$ cat config.mk
export PLATFORM = sky130hd
export DESIGN_NAME = blackjack_ctrl_flat
export DESIGN_NICKNAME = d
export VERILOG_FILES = /design/src/rtl/blackjack_pkg.sv /design/src/rtl/blackjack_ctrl_if.sv /design/src/rtl/blackjack_ctrl_hand_acc.sv /design/src/rtl/blackjack_ctrl.sv /design/src/flat_wrapper.sv
export SDC_FILE = /design/constraint.sdc
export NUM_CORES = 1
export LEC_CHECK = 0
export CORE_MARGIN = 4
export CORE_UTILIZATION = 58
export CTS_BUF_LIST = sky130_fd_sc_hd__clkbuf_4
export DETAILED_ROUTE_END_ITERATION = 10
export PLACE_DENSITY = 0.81
export SYNTH_ARGS = -nofsm -noshare
export SYNTH_HDL_FRONTEND = slang
export SYNTH_SLANG_ARGS = --single-unit
$ cat constraint.sdc
create_clock -name Clock -period 3.7 [get_ports Clock]
set_clock_uncertainty 0.1 [all_clocks]
set_input_delay 0.74 -clock Clock [delete_from_list [all_inputs] [get_ports Clock]]
set_output_delay 0.74 -clock Clock [all_outputs]
set_load 0.005 [all_outputs]
$ cat src/rtl/blackjack_pkg.sv
// ---------------------------------------------------------------------------
// blackjack_pkg
// Shared definitions for the blackjack controller:
//   - state_t           : FSM state encoding (also driven out on state_o)
//   - ACE, FACE_MIN     : card-value constants
//   - DEFAULT_TARGET    : default bust threshold
//   - DEFAULT_DEALER_STAND : default dealer stand score
//   - card_points()     : maps a 4-bit card code to its hard point value
// ---------------------------------------------------------------------------
package blackjack_pkg;

  typedef enum logic [2:0] {
    IDLE   = 3'd0,
    DEAL   = 3'd1,
    PLAYER = 3'd2,
    PDRAW  = 3'd3,
    DEALER = 3'd4,
    DONE   = 3'd5
  } state_t;

  localparam logic [3:0] ACE      = 4'd1;
  localparam logic [3:0] FACE_MIN = 4'd11;

  localparam int DEFAULT_TARGET       = 21;
  localparam int DEFAULT_DEALER_STAND = 17;

  // Aces count 1 here (the +10 upgrade is applied to the best score).
  // Face cards and the unused codes 0/14/15 are all worth 10.
  function automatic logic [3:0] card_points(input logic [3:0] v);
    if (v == 4'd0 || v >= FACE_MIN) begin
      return 4'd10;
    end
    return v;
  endfunction

endpackage

$ cat src/rtl/blackjack_ctrl_if.sv
// ---------------------------------------------------------------------------
// blackjack_ctrl_if
// Card-source handshake between a card shoe and the blackjack controller.
//   card_valid : shoe has a card on card_value
//   card_value : 4-bit card code (1=ace, 2..10 pips, 11..13 face)
//   card_req   : controller is ready to take a card
// A card moves on a rising edge where card_req and card_valid are both 1.
// Modports: master = card source, slave = controller.
// ---------------------------------------------------------------------------
interface blackjack_ctrl_if;
  logic       card_valid;
  logic [3:0] card_value;
  logic       card_req;

  modport master (output card_valid, output card_value, input card_req);
  modport slave  (input card_valid, input card_value, output card_req);
endinterface

$ cat src/rtl/blackjack_ctrl_hand_acc.sv
// ---------------------------------------------------------------------------
// hand_acc
// Accumulator for one blackjack hand.
//   Clock, resetn : rising-edge clock, asynchronous active-low reset
//   clear         : synchronous clear of the hand (new game)
//   add, value    : take card 'value' into the hand on this edge
//   hard          : hard total (aces = 1), saturating at 2^SCORE_W-1
//   best          : hard+10 when an ace is held and that fits TARGET, else hard
//   count         : cards held, saturating at MAX_CARDS
// ---------------------------------------------------------------------------
module hand_acc
  import blackjack_pkg::*;
#(
  parameter int SCORE_W   = 5,
  parameter int TARGET    = DEFAULT_TARGET,
  parameter int MAX_CARDS = 8,
  parameter int CNT_W     = $clog2(MAX_CARDS + 1)
) (
  input  logic               Clock,
  input  logic               resetn,
  input  logic               clear,
  input  logic               add,
  input  logic [3:0]         value,
  output logic [SCORE_W-1:0] hard,
  output logic [SCORE_W-1:0] best,
  output logic [CNT_W-1:0]   count
);

  localparam logic [SCORE_W:0] HARD_MAX = {1'b0, {SCORE_W{1'b1}}};

  logic [SCORE_W-1:0] hard_reg;
  logic [SCORE_W-1:0] hard_next;
  logic               ace_reg;
  logic [CNT_W-1:0]   count_reg;
  logic [SCORE_W:0]   raw_sum;
  logic [SCORE_W:0]   soft_sum;

  always_comb begin
    // One extra bit so the saturation test sees the carry.
    raw_sum   = {1'b0, hard_reg} + (SCORE_W + 1)'(card_points(value));
    hard_next = (raw_sum > HARD_MAX) ? {SCORE_W{1'b1}} : raw_sum[SCORE_W-1:0];
    soft_sum  = {1'b0, hard_reg} + (SCORE_W + 1)'(10);
    best      = (ace_reg && (soft_sum <= (SCORE_W + 1)'(TARGET)))
                ? soft_sum[SCORE_W-1:0] : hard_reg;
  end

  always_ff @(posedge Clock or negedge resetn) begin
    if (!resetn) begin
      hard_reg  <= '0;
      ace_reg   <= 1'b0;
      count_reg <= '0;
    end else if (clear) begin
      hard_reg  <= '0;
      ace_reg   <= 1'b0;
      count_reg <= '0;
    end else if (add) begin
      hard_reg <= hard_next;
      ace_reg  <= ace_reg | (value == ACE);
      if (count_reg != CNT_W'(MAX_CARDS)) begin
        count_reg <= count_reg + CNT_W'(1);
      end
    end
  end

  assign hard  = hard_reg;
  assign count = count_reg;

endmodule

$ cat src/rtl/blackjack_ctrl.sv
// ---------------------------------------------------------------------------
// blackjack_ctrl
// One-player blackjack game controller: deals, runs the player turn, plays
// the dealer hand up to its stand threshold and resolves the result.
//   Clock, resetn  : rising-edge clock, asynchronous active-low reset
//   start          : begin a game (honoured in IDLE/DONE only)
//   hit, stand     : player decisions (honoured in PLAYER only)
//   card_if        : card handshake (slave side: card_valid/card_value in,
//                    card_req out)
//   player_score   : best player score
//   dealer_score   : best dealer score
//   state_o        : current state code
//   win/lose/push  : result flags, meaningful in DONE
// ---------------------------------------------------------------------------
module blackjack_ctrl
  import blackjack_pkg::*;
#(
  parameter int SCORE_W         = 5,
  parameter int TARGET          = DEFAULT_TARGET,
  parameter int DEALER_STAND    = DEFAULT_DEALER_STAND,
  parameter int DEALER_HIT_SOFT = 0,
  parameter int MAX_CARDS       = 8
) (
  input  logic                 Clock,
  input  logic                 resetn,
  input  logic                 start,
  input  logic                 hit,
  input  logic                 stand,
  blackjack_ctrl_if.slave      card_if,
  output logic [SCORE_W-1:0]   player_score,
  output logic [SCORE_W-1:0]   dealer_score,
  output logic [2:0]           state_o,
  output logic                 win,
  output logic                 lose,
  output logic                 push
);

  localparam int CNT_W = $clog2(MAX_CARDS + 1);

  state_t             state_reg;
  logic [1:0]         deal_cnt_reg;
  logic               card_req_reg;
  logic               win_reg;
  logic               lose_reg;
  logic               push_reg;

  logic               xfer;
  logic               hand_clear;
  logic               add_player;
  logic               add_dealer;
  logic [SCORE_W-1:0] p_hard;
  logic [SCORE_W-1:0] p_best;
  logic [CNT_W-1:0]   p_count;
  logic [SCORE_W-1:0] d_hard;
  logic [SCORE_W-1:0] d_best;
  logic [CNT_W-1:0]   d_count;
  logic [SCORE_W:0]   p_raw_next;
  logic               p_bust_next;
  logic               d_soft;
  logic               d_must_draw;

  assign xfer       = card_req_reg & card_if.card_valid;
  assign hand_clear = start & ((state_reg == IDLE) | (state_reg == DONE));
  // Deal order is player, dealer, player, dealer: even slots go to the player.
  assign add_player = xfer & (((state_reg == DEAL) & ~deal_cnt_reg[0]) |
                              (state_reg == PDRAW));
  assign add_dealer = xfer & (((state_reg == DEAL) & deal_cnt_reg[0]) |
                              (state_reg == DEALER));

  hand_acc #(
    .SCORE_W  (SCORE_W),
    .TARGET   (TARGET),
    .MAX_CARDS(MAX_CARDS),
    .CNT_W    (CNT_W)
  ) u_player (
    .Clock (Clock),
    .resetn(resetn),
    .clear (hand_clear),
    .add   (add_player),
    .value (card_if.card_value),
    .hard  (p_hard),
    .best  (p_best),
    .count (p_count)
  );

  hand_acc #(
    .SCORE_W  (SCORE_W),
    .TARGET   (TARGET),
    .MAX_CARDS(MAX_CARDS),
    .CNT_W    (CNT_W)
  ) u_dealer (
    .Clock (Clock),
    .resetn(resetn),
    .clear (hand_clear),
    .add   (add_dealer),
    .value (card_if.card_value),
    .hard  (d_hard),
    .best  (d_best),
    .count (d_count)
  );

  always_comb begin
    // Bust is judged on the incoming card so PDRAW can go straight to DONE
    // on the transfer edge. Best > TARGET only when hard > TARGET.
    p_raw_next  = {1'b0, p_hard} + (SCORE_W + 1)'(card_points(card_if.card_value));
    p_bust_next = (p_raw_next > (SCORE_W + 1)'(TARGET));
    // A hand is soft exactly when the ace upgrade is in effect.
    d_soft      = (d_best != d_hard);
    d_must_draw = ((d_best < SCORE_W'(DEALER_STAND)) ||
                   ((d_best == SCORE_W'(DEALER_STAND)) && d_soft &&
                    (DEALER_HIT_SOFT != 0))) &&
                  (d_count < CNT_W'(MAX_CARDS));
  end

  always_ff @(posedge Clock or negedge resetn) begin
    if (!resetn) begin
      state_reg    <= IDLE;
      deal_cnt_reg <= 2'd0;
      card_req_reg <= 1'b0;
      win_reg      <= 1'b0;
      lose_reg     <= 1'b0;
      push_reg     <= 1'b0;
    end else begin
      case (state_reg)
        IDLE, DONE: begin
          if (start) begin
            state_reg    <= DEAL;
            deal_cnt_reg <= 2'd0;
            card_req_reg <= 1'b1;
            win_reg      <= 1'b0;
            lose_reg     <= 1'b0;
            push_reg     <= 1'b0;
          end
        end
        DEAL: begin
          if (xfer) begin
            deal_cnt_reg <= deal_cnt_reg + 2'd1;
            if (deal_cnt_reg == 2'd3) begin
              state_reg    <= PLAYER;
              card_req_reg <= 1'b0;
            end
          end
        end
        PLAYER: begin
          if ((p_best == SCORE_W'(TARGET)) || (p_count == CNT_W'(MAX_CARDS))) begin
            state_reg <= DEALER;
          end else if (stand) begin
            // stand has priority over a simultaneous hit
            state_reg <= DEALER;
          end else if (hit) begin
            state_reg    <= PDRAW;
            card_req_reg <= 1'b1;
          end
        end
        PDRAW: begin
          if (xfer) begin
            card_req_reg <= 1'b0;
            if (p_bust_next) begin
              state_reg <= DONE;
              lose_reg  <= 1'b1;
            end else begin
              state_reg <= PLAYER;
            end
          end
        end
        DEALER: begin
          // After each dealer card, card_req drops for one cycle so the draw
          // decision is re-made on the updated dealer score.
          if (card_req_reg) begin
            if (xfer) begin
              card_req_reg <= 1'b0;
            end
          end else if (d_must_draw) begin
            card_req_reg <= 1'b1;
          end else begin
            state_reg <= DONE;
            if (d_best > SCORE_W'(TARGET)) begin
              win_reg <= 1'b1;
            end else if (p_best > d_best) begin
              win_reg <= 1'b1;
            end else if (p_best < d_best) begin
              lose_reg <= 1'b1;
            end else begin
              push_reg <= 1'b1;
            end
          end
        end
        default: begin
          state_reg    <= IDLE;
          card_req_reg <= 1'b0;
        end
      endcase
    end
  end

  assign card_if.card_req = card_req_reg;
  assign player_score     = p_best;
  assign dealer_score     = d_best;
  assign state_o          = state_reg;
  assign win              = win_reg;
  assign lose             = lose_reg;
  assign push             = push_reg;

endmodule

$ cat src/flat_wrapper.sv
// flat-port wrapper written by rule: the top's interface ports become plain ports
module blackjack_ctrl_flat import blackjack_pkg::*;
#(
  parameter int SCORE_W         = 5,
  parameter int TARGET          = DEFAULT_TARGET,
  parameter int DEALER_STAND    = DEFAULT_DEALER_STAND,
  parameter int DEALER_HIT_SOFT = 0,
  parameter int MAX_CARDS       = 8
)
  (Clock, resetn, start, hit, stand, player_score, dealer_score, state_o, win, lose, push, card_if_card_valid, card_if_card_value, card_if_card_req);
  blackjack_ctrl_if card_if_i ();
  input  logic Clock;
  input  logic resetn;
  input  logic start;
  input  logic hit;
  input  logic stand;
  output logic [SCORE_W-1:0] player_score;
  output logic [SCORE_W-1:0] dealer_score;
  output logic [2:0] state_o;
  output logic win;
  output logic lose;
  output logic push;
  input wire logic [$bits(card_if_i.card_valid)-1:0] card_if_card_valid;
  input wire logic [$bits(card_if_i.card_value)-1:0] card_if_card_value;
  output wire logic [$bits(card_if_i.card_req)-1:0] card_if_card_req;
  assign card_if_i.card_valid = card_if_card_valid;
  assign card_if_i.card_value = card_if_card_value;
  assign card_if_card_req = card_if_i.card_req;
  blackjack_ctrl #(.SCORE_W(SCORE_W), .TARGET(TARGET), .DEALER_STAND(DEALER_STAND), .DEALER_HIT_SOFT(DEALER_HIT_SOFT), .MAX_CARDS(MAX_CARDS)) u_core (.Clock(Clock), .resetn(resetn), .start(start), .hit(hit), .stand(stand), .card_if(card_if_i), .player_score(player_score), .dealer_score(dealer_score), .state_o(state_o), .win(win), .lose(lose), .push(push));
endmodule
## Word level (Yosys, flattened, before mapping)

Cells that the tools add are included.

- Logic and storage cells: 158
- Register bits after elaboration: 29

- Muxes and demuxes: 66
- Reductions and logical operators: 23
- $add $sub $neg: 7
- Equal/unequal tests: 27
- Bitwise operators: 12
- $lt $le $gt $ge: 11

Operator list:

| cell | number |
|---|---|
| $mux W5 | 8 |
| $mux W1 | 32 |
| $mux W4 | 8 |
| $mux W3 | 10 |
| $ne A2 B2 Y1 const B | 11 |
| $reduce_and A7 Y1 | 3 |
| $gt A6 B5 Y1 const B | 3 |
| $pmux W3 S5 | 1 |
| $add A5 B4 Y6 | 2 |
| $add A5 B4 Y6 const B | 2 |
| $le A6 B5 Y1 const B | 2 |
| $reduce_bool A2 Y1 | 6 |
| $reduce_and A9 Y1 | 1 |
| $add A4 B1 Y4 const B | 2 |
| $ne A4 B4 Y1 const B | 2 |
| $and A1 B1 Y1 | 6 |
| $eq A3 B2 Y1 const B | 2 |
| $eq A3 B3 Y1 const B | 2 |
| $ne A2 B1 Y1 const B | 3 |
| $eq A5 B5 Y1 const B | 1 |
| $gt A5 B5 Y1 | 1 |
| $gt A5 B5 Y1 const B | 1 |
| $lt A5 B5 Y1 | 1 |
| $lt A5 B5 Y1 const B | 1 |
| other kinds (25) | 35 |

## Longest topological paths before layout

Gate-level depths: netlist of the first run.

- Word-level depth: 11
- Mapped depth: 13
- Gate-level depth less buffers: 13

## Cells and area by module

A second synthesis of the first run with hierarchy kept.

- Cell total of the unflattened synthesis: 316
- Area, all modules: 2677.6 um^2

By module, submodules not included:

| module | cells an instance | sequential area each (um^2) | area an instance (um^2) | times used |
|---|---|---|---|---|
| hand_acc | 100 | 250.2 | 854.6 | 2 |
| blackjack_ctrl | 116 | 225.2 | 968.4 | 1 |

## Least setup slack after synthesis of the first run

No wires, ideal clock.

- Path type: input -> register
- From: input card_if_card_value[1]
- To: register u_core.lose_reg (netlist: u_core.lose)
- Buffers on the path: 0
- Path slack: 0.497 ns
- Library setup time: 0.095 ns
- Stages on the path: 10
- Arrival: 3.007 ns
- Cells stage by stage: or2_2 -> a21boi_0 -> ha_1 -> fa_1 -> xor2_1 -> a21oi_1 -> a221oi_1 -> o311ai_0 -> o2bb2a_1 -> o31ai_1

- Cells in the longest elaborated chain, start to end: 8

RTL lines:

| item | line | source |
|---|---|---|
| from (decl) | flat_wrapper.sv:24 | `input wire logic [$bits(card_if_i.card_value)-1:0] card_if_card_value;` |
| $ge A4 B4 Y1 or $logic_not A4 Y1 (tied branches) | blackjack_pkg.sv:30 | `if (v == 4'd0 \|\| v >= FACE_MIN) begin` |
| $logic_or A1 B1 Y1 | blackjack_pkg.sv:30 |  |
| $mux W1 | blackjack_pkg.sv:30 |  |
| $mux W4 (*) | blackjack_pkg.sv:33 | `return v;` |
| $add A5 B4 Y6 (*) | blackjack_ctrl.sv:105 | `p_raw_next = {1'b0, p_hard} + (SCORE_W + 1)'(card_points(card_if.card_value));` |
| $gt A6 B5 Y1 (*) | blackjack_ctrl.sv:106 | `p_bust_next = (p_raw_next > (SCORE_W + 1)'(TARGET));` |
| $ne A2 B1 Y1 (no line) (*) | -- |  |
| $reduce_and A9 Y1 (no line) (*) | -- |  |
| to (signal assigned) | blackjack_ctrl.sv:121 | `lose_reg <= 1'b0;` |
| to (signal assigned) | blackjack_ctrl.sv:131 | `lose_reg <= 1'b0;` |
| to (signal assigned) | blackjack_ctrl.sv:160 | `lose_reg <= 1'b1;` |
| to (decl) | blackjack_ctrl.sv:44 | `logic lose_reg;` |

Mark *: on every way between the ends. The rest lies on a longest branch, timed or not.
A chain may end at the register's enable or synchronous reset.

## Final worst setup path of the first run

- From: register u_core.u_dealer.hard_reg[2] (netlist: u_core.u_dealer.hard[2])
- To: output dealer_score[3]

- Cells in the longest elaborated chain, start to end: 4

RTL lines:

| item | line | source |
|---|---|---|
| from (decl) | blackjack_ctrl_hand_acc.sv:31 | `logic [SCORE_W-1:0] hard_reg;` |
| from (signal assigned) | blackjack_ctrl_hand_acc.sv:57 | `hard_reg <= hard_next;` |
| $add A5 B4 Y6 (*) | blackjack_ctrl_hand_acc.sv:42 | `soft_sum = {1'b0, hard_reg} + (SCORE_W + 1)'(10);` |
| $le A6 B5 Y1 | blackjack_ctrl_hand_acc.sv:43 | `best = (ace_reg && (soft_sum <= (SCORE_W + 1)'(TARGET)))` |
| $logic_and A1 B1 Y1 | blackjack_ctrl_hand_acc.sv:43 |  |
| $mux W5 (*) | blackjack_ctrl_hand_acc.sv:44 | `? soft_sum[SCORE_W-1:0] : hard_reg;` |
| to (decl) | flat_wrapper.sv:18 | `output logic [SCORE_W-1:0] dealer_score;` |

Marked as above.

==> flow_summary_export.csv, run 1 <==
group,metric,value,unit
yosys,synth_edf_count,0,
global_route,met3_usage,0.0459,
timing,setup_ws,216,ps
global_route,grt_max_degree,30,
routing,ant_nets,0,
routing,routed_wl,6.33,mm
job,cap_violations,0,
clock_network,cts_setup_buffers,0,
cells_and_area,diodes,0,
critical_path,cp-start-kind,"flop",
die,die_y,74.4,um
yosys,yosysWarnings,0,
critical_path,crit_required,2860,ps
die,core_area,4120,sq um
timing,setup_viol,0,
global_route,met1_usage,0.342,
timing,hold_slack,421,ps
placed_design,place_ws,-238,ps
timing,max_slew_margin,0.499,
yosys,synthTopCellsByArea,"dfrtp_1, ha_1, a21oi_1",
clock_network,cts.htree.levels,2,
placed_design,gp_congestion,0.861,
min_path,hold_path.class,"flop to flop",
clock_network,cts_buffer_depth,2,
placed_design,dp.final_hpwl,4.86,mm
yosys,synth_flop_cell,"dfrtp_1",
yosys,synth_area_leader_cell,"dfrtp_1",
global_route,overflow,0,
die,fp.dieW,74.4,um
yosys,synth.cell_area,2550,sq um
critical_path,path_class,"flop to output pin",
routing,route.detailed.drc,0,
yosys,ys_seq_area_frac,0.284,
clock_network,cts_buffers,5,
critical_path,worstPathMaxFanout,5,
power,ir_worst_vdd,353,uV
global_route,groute.layer.met2.usage,0.376,
timing,hold_viol,0,
critical_path,crit_arrival,2640,ps
cells_and_area,drive_gt1_frac,0.139,
routing,post_drt_wl_per_cell,16.0,um
die,row_count,23,
timing,finalCritPeriodShare,0.942,
yosys,synth.distinct_cells,64,
cells_and_area,fin_cells,396,
global_route,antenna_found_initial,0,
cells_and_area,nets,377,
routing,first_pass_iters,5,
yosys,synth-async-reset-ratio,1.00,
timing,rsz0062_at_grt,"no",
placed_design,place_inst,388,
routing,vias,2447,
routing,avgViaCountPerCell,6.18,
clock_network,clkTransAtPathRegs,110,ps
power,leakage,0.00137,uW
die,num_io_pins,27,
clock_network,cts_hold_buf,0,
timing,slew_violations,0,
clock_network,cts_resized,0,
routing,drtIter0Drc,171,
yosys,synth_nets,334,
yosys,synthCells,302,
die,start_util,0.621,
placed_design,io_buffers,26,
run_status,status,"finished, final reports clean",
global_route,grt_pass1_vias,2294,
yosys,synth_top_area_share,0.284,
yosys,avgSynthCellArea,8.46,sq um
power,power,2180,uW
die,dieArea,5530,sq um
yosys,yosysMostFrequentCell,"dfrtp_1",
clock_network,cts.sinks,29,
global_route,grt_pass1_wl,10.7,mm
cells_and_area,area_growth,18.2,%
critical_path,end_kind,"output pin",
power,power_per_cell_area,722,nW/um^2
yosys,synth_commonest_cells,"dfrtp_1, a21oi_1, inv_1, nand2_1, nor2_1",
timing,period_needed,3480,ps
clock_network,root_buffer,"clkbuf_4",
clock_network,insertion_delay,330,ps
yosys,ys_ff_latch,29,
timing,tightest_slew,751,ps
global_route,busiest_layer,"met2",
timing,setup_tns,0,ps
clock_network,cts_tree,"built",
timing,fmax,0.287,GHz
global_route,grt_util_all_layers,0.248,
stage by stage:
step,cell area (sq um),util
2_1_floorplan,2550,-
3_3_place_gp,2960,0.720
3_5_place_dp,2960,0.720
4_1_cts,3020,0.734
5_1_grt,3020,0.734
6_report,3020,0.734
cell type report:
type                       count  area [sq um]
fill                         335          1100
clock inverter                 2          10.0
tap                           50          62.6
inverter                      24          90.1
timing repair buffer          48           425
clock buffer                   6          45.0
multi-input combinational    237          1660
sequential                    29           726
where the power goes:
part           switching [uW]  internal [uW]  total (uW)
registers                 151            420         571
clock network             118           79.6         198
logic                     753            659        1410
total                    1020           1160        2180
kinds of logic (layout without fill, tap and decap cells):
family / Yosys count / in the layout / share of synthesized area
fa+ha+maj: 22 / 22 / 0.114
buf+inv: 36 / 80 / 0.0661
compound gates: 90 / 90 / 0.250
xor+xnor: 13 / 13 / 0.0446
simple gates: 107 / 107 / 0.220
mux: 5 / 5 / 0.0211
flops: 29 / 29 / 0.284
path summary, 6_finish.rpt:
path	cells after the start	endpoint	slack, ps	start
setup / recovery	7	dealer_score[3]	220	u_core.u_dealer.hard[2]
hold / removal	2	u_core.lose	420	u_core.lose
setup reg to reg	13	u_core.win	290	u_core.u_player.hard[2]
hold reg to reg	2	u_core.lose	420	u_core.lose
max in group asynchronous	2	u_core.u_player.count[0]	2520	resetn
min in group asynchronous	2	u_core.u_dealer.hard[3]	670	resetn
cells in the final DEF, fill, tap and decap left out, drive strengths merged, types with 5 or more instances in the layout:
| cell | netlist | final |
|---|---|---|
| nand3 | 10 | 10 |
| nand4 | 8 | 8 |
| nor3 | 7 | 7 |
| dfrtp | 29 | 29 |
| clkdlybuf4s50 | 0 | 26 |
| nor2 | 22 | 22 |
| a21oi | 28 | 28 |
| o31ai | 6 | 6 |
| clkbuf | 4 | 6 |
| o21ai | 16 | 16 |
| nand2b | 5 | 5 |
| nor2b | 8 | 8 |
| inv | 23 | 23 |
| and3 | 5 | 5 |
| nand2 | 23 | 23 |
| xor2 | 9 | 9 |
| ha | 20 | 20 |
| buf | 8 | 22 |
metal layers:
layer | wire length, um | part of all wire
met3 | 300 | 0.047
met5 | 0 | 0
met4 | 194 | 0.031
met1 | 2900 | 0.46
met2 | 2930 | 0.46
worst max-delay path, stage by stage, from the launching register on:
cell and delay, ps:
dfrtp_1 410, ha_1 250, or2b_2 310, o31a_1 300
or2_2 290, xor2_1 170, inv_1 60, clkdlybuf4s50_1 500
Note: power is estimated with default switching activity, not from simulation.
==> run 2, diff against run 1 <==
--- a/config.mk
+++ b/config.mk
@@ -9,6 +9,7 @@
 export CORE_UTILIZATION = 58
 export CTS_BUF_LIST = sky130_fd_sc_hd__clkbuf_4
 export DETAILED_ROUTE_END_ITERATION = 10
+export GPL_ROUTABILITY_DRIVEN = 0
 export PLACE_DENSITY = 0.81
 export SYNTH_ARGS = -nofsm -noshare
 export SYNTH_HDL_FRONTEND = slang
==> run 2 against run 1 <==
Compared with the run above: combinational power hardly changed; via count is 1.7% lower; global-route usage is 0.74 points lower; total power is 0.23% higher; utilization hardly changed; clock power is 3% higher; count of clock-buffer cells in the layout is 2 higher; sequential cell count stayed put; cell count is 0.25% lower; highest routed layer unchanged; first-iteration DRC count is 15% higher.
==> flow_summary_export.csv, run 2 (same netlist as run 1, synthesis figures left out) <==
group,metric,value,unit
global_route,antenna_found_initial,0,
routing,routed_wl,6.22,mm
critical_path,end_kind,"output pin",
die,row_count,23,
power,p_sw_frac,0.460,
cells_and_area,drive_gt1_frac,0.139,
die,start_util,0.621,
critical_path,path_class,"flop to output pin",
clock_network,root_buffer,"clkbuf_4",
critical_path,cp-start-kind,"flop",
timing,period_needed,3570,ps
routing,drtIter0Drc,197,
cells_and_area,diodes,0,
routing,route.detailed.drc,0,
routing,avgViaCountPerCell,6.09,
die,die_y,74.4,um
cells_and_area,num-fill-cells,330,
die,fp.dieW,74.4,um
routing,vias,2405,
timing,tightest_slew,696,ps
global_route,grt_max_degree,30,
cells_and_area,area_growth,18.1,%
timing,finalCritPeriodShare,0.964,
timing,setup_viol,0,
power,p_comb_frac,0.645,
cells_and_area,finalCoreUtilization,0.733,
run_status,status,"finished, final reports clean",
critical_path,worstPathMaxFanout,5,
power,power,2190,uW
timing,rsz0062_at_grt,"no",
timing,slew_violations,0,
min_path,hold_path.class,"flop to flop",
global_route,grt_pass1_vias,2301,
die,core_area,4120,sq um
placed_design,dp.final_hpwl,4.76,mm
clock_network,cts.sinks,29,
global_route,overflow,0,
timing,hold_viol,0,
cells_and_area,final_cell_mix,"dfrtp_1, a21oi_1, clkdlybuf4s50_1, inv_1, nand2_1",
timing,setup_tns,0,ps
global_route,grt_util_all_layers,0.241,
placed_design,io_buffers,26,
clock_network,cts_buffer_depth,2,
cells_and_area,final_common_cell,"dfrtp_1",
timing,fmax,0.280,GHz
critical_path,ff2ff_setup_slack,270,ps
timing,setup_ws,132,ps
placed_design,place_ws,-227,ps
clock_network,cts_tree,"built",
critical_path,crit_required,2860,ps
power,p_switching,1010,uW
power,p_seq_frac,0.261,
clock_network,clkTransAtPathRegs,80,ps
global_route,grt_pass1_wl,10.4,mm
timing,max_slew_margin,0.536,
power,ir_worst_vdd,382,uV
critical_path,crit_arrival,2730,ps
power,leakage,0.00137,uW
die,num_io_pins,27,
clock_network,cts_buffers,5,
power,p_clk_frac,0.093,
cells_and_area,nets,376,
routing,ant_nets,0,
clock_network,cts.htree.levels,2,
power,p_int,1180,uW
timing,hold_slack,420,ps
routing,post_drt_wl_per_cell,15.8,um
power,power_per_cell_area,724,nW/um^2
clock_network,insertion_delay,330,ps
routing,first_pass_iters,5,
job,cap_violations,0,
die,dieArea,5530,sq um
==> run 2: per-stage QoR <==
| step | area [sq um] | std cells |
|---|---|---|
| after floorplan | 2550 | 302 |
| after global placement | 2960 | 387 |
| after detailed placement | 2960 | 387 |
| after CTS | 3020 | 395 |
| after global routing | 3020 | 395 |
| final | 3020 | 395 |
==> run 2: routing by layer <==
metal	vias up	track usage	routed length [um]
met5	-	0	0
li1	1186	-	-
met2	72	0.403	2980
met3	10	0.0500	376
met4	0	0.0751	100
met1	1137	0.312	2770
==> run 2: final timing paths <==
path	start	to	depth (start not counted)
worst max-delay path	u_core.u_dealer.hard[1]	dealer_score[3]	7
worst min-delay path	u_core.push	u_core.push	2
worst max register to register	u_core.u_dealer.hard[1]	u_core.lose	13
worst min register to register	u_core.push	u_core.push	2
max in group asynchronous	resetn	u_core.u_player.ace_reg	2
min in group asynchronous	resetn	u_core.deal_cnt_reg[0]	2
==> run 2: timing repair <==
item | 4_1_cts | 5_1_grt
hold buffers | 0 | 0
buffers inserted | 0 | 0
endpoints found under the setup margin | 0 | 4
hold endpoints to repair | 0 | 0
resized for setup | 0 | 3
==> run 2: cell type report <==
cell class	count	area (sq um)	share of cell area
timing repair buffer	47	418	0.138
multi-input combinational	237	1660	0.551
tap	50	62.6	0.0207
clock buffer	8	60.1	0.0199
inverter	24	90.1	0.0299
sequential	29	726	0.240
==> run 2: power by group through the flow <==
stage | combinational, uW | clock (uW) | sequential, uW
2_1_floorplan | 942 | 0 | 529
4_1_cts | 1390 | 206 | 567
3_5_place_dp | 1380 | 0 | 573
6_report | 1410 | 203 | 572
3_3_place_gp | 1340 | 0 | 569
5_1_grt | 1580 | 222 | 585
==> run 2: worst max-delay path, cell delays in order, from the launching register on <==
cell and delay [ps]:
dfrtp_1 400, ha_1 270, or2b_2 320, o31a_1 390, or2_2 310, xor2_1 160, inv_1 60, clkdlybuf4s50_1 490
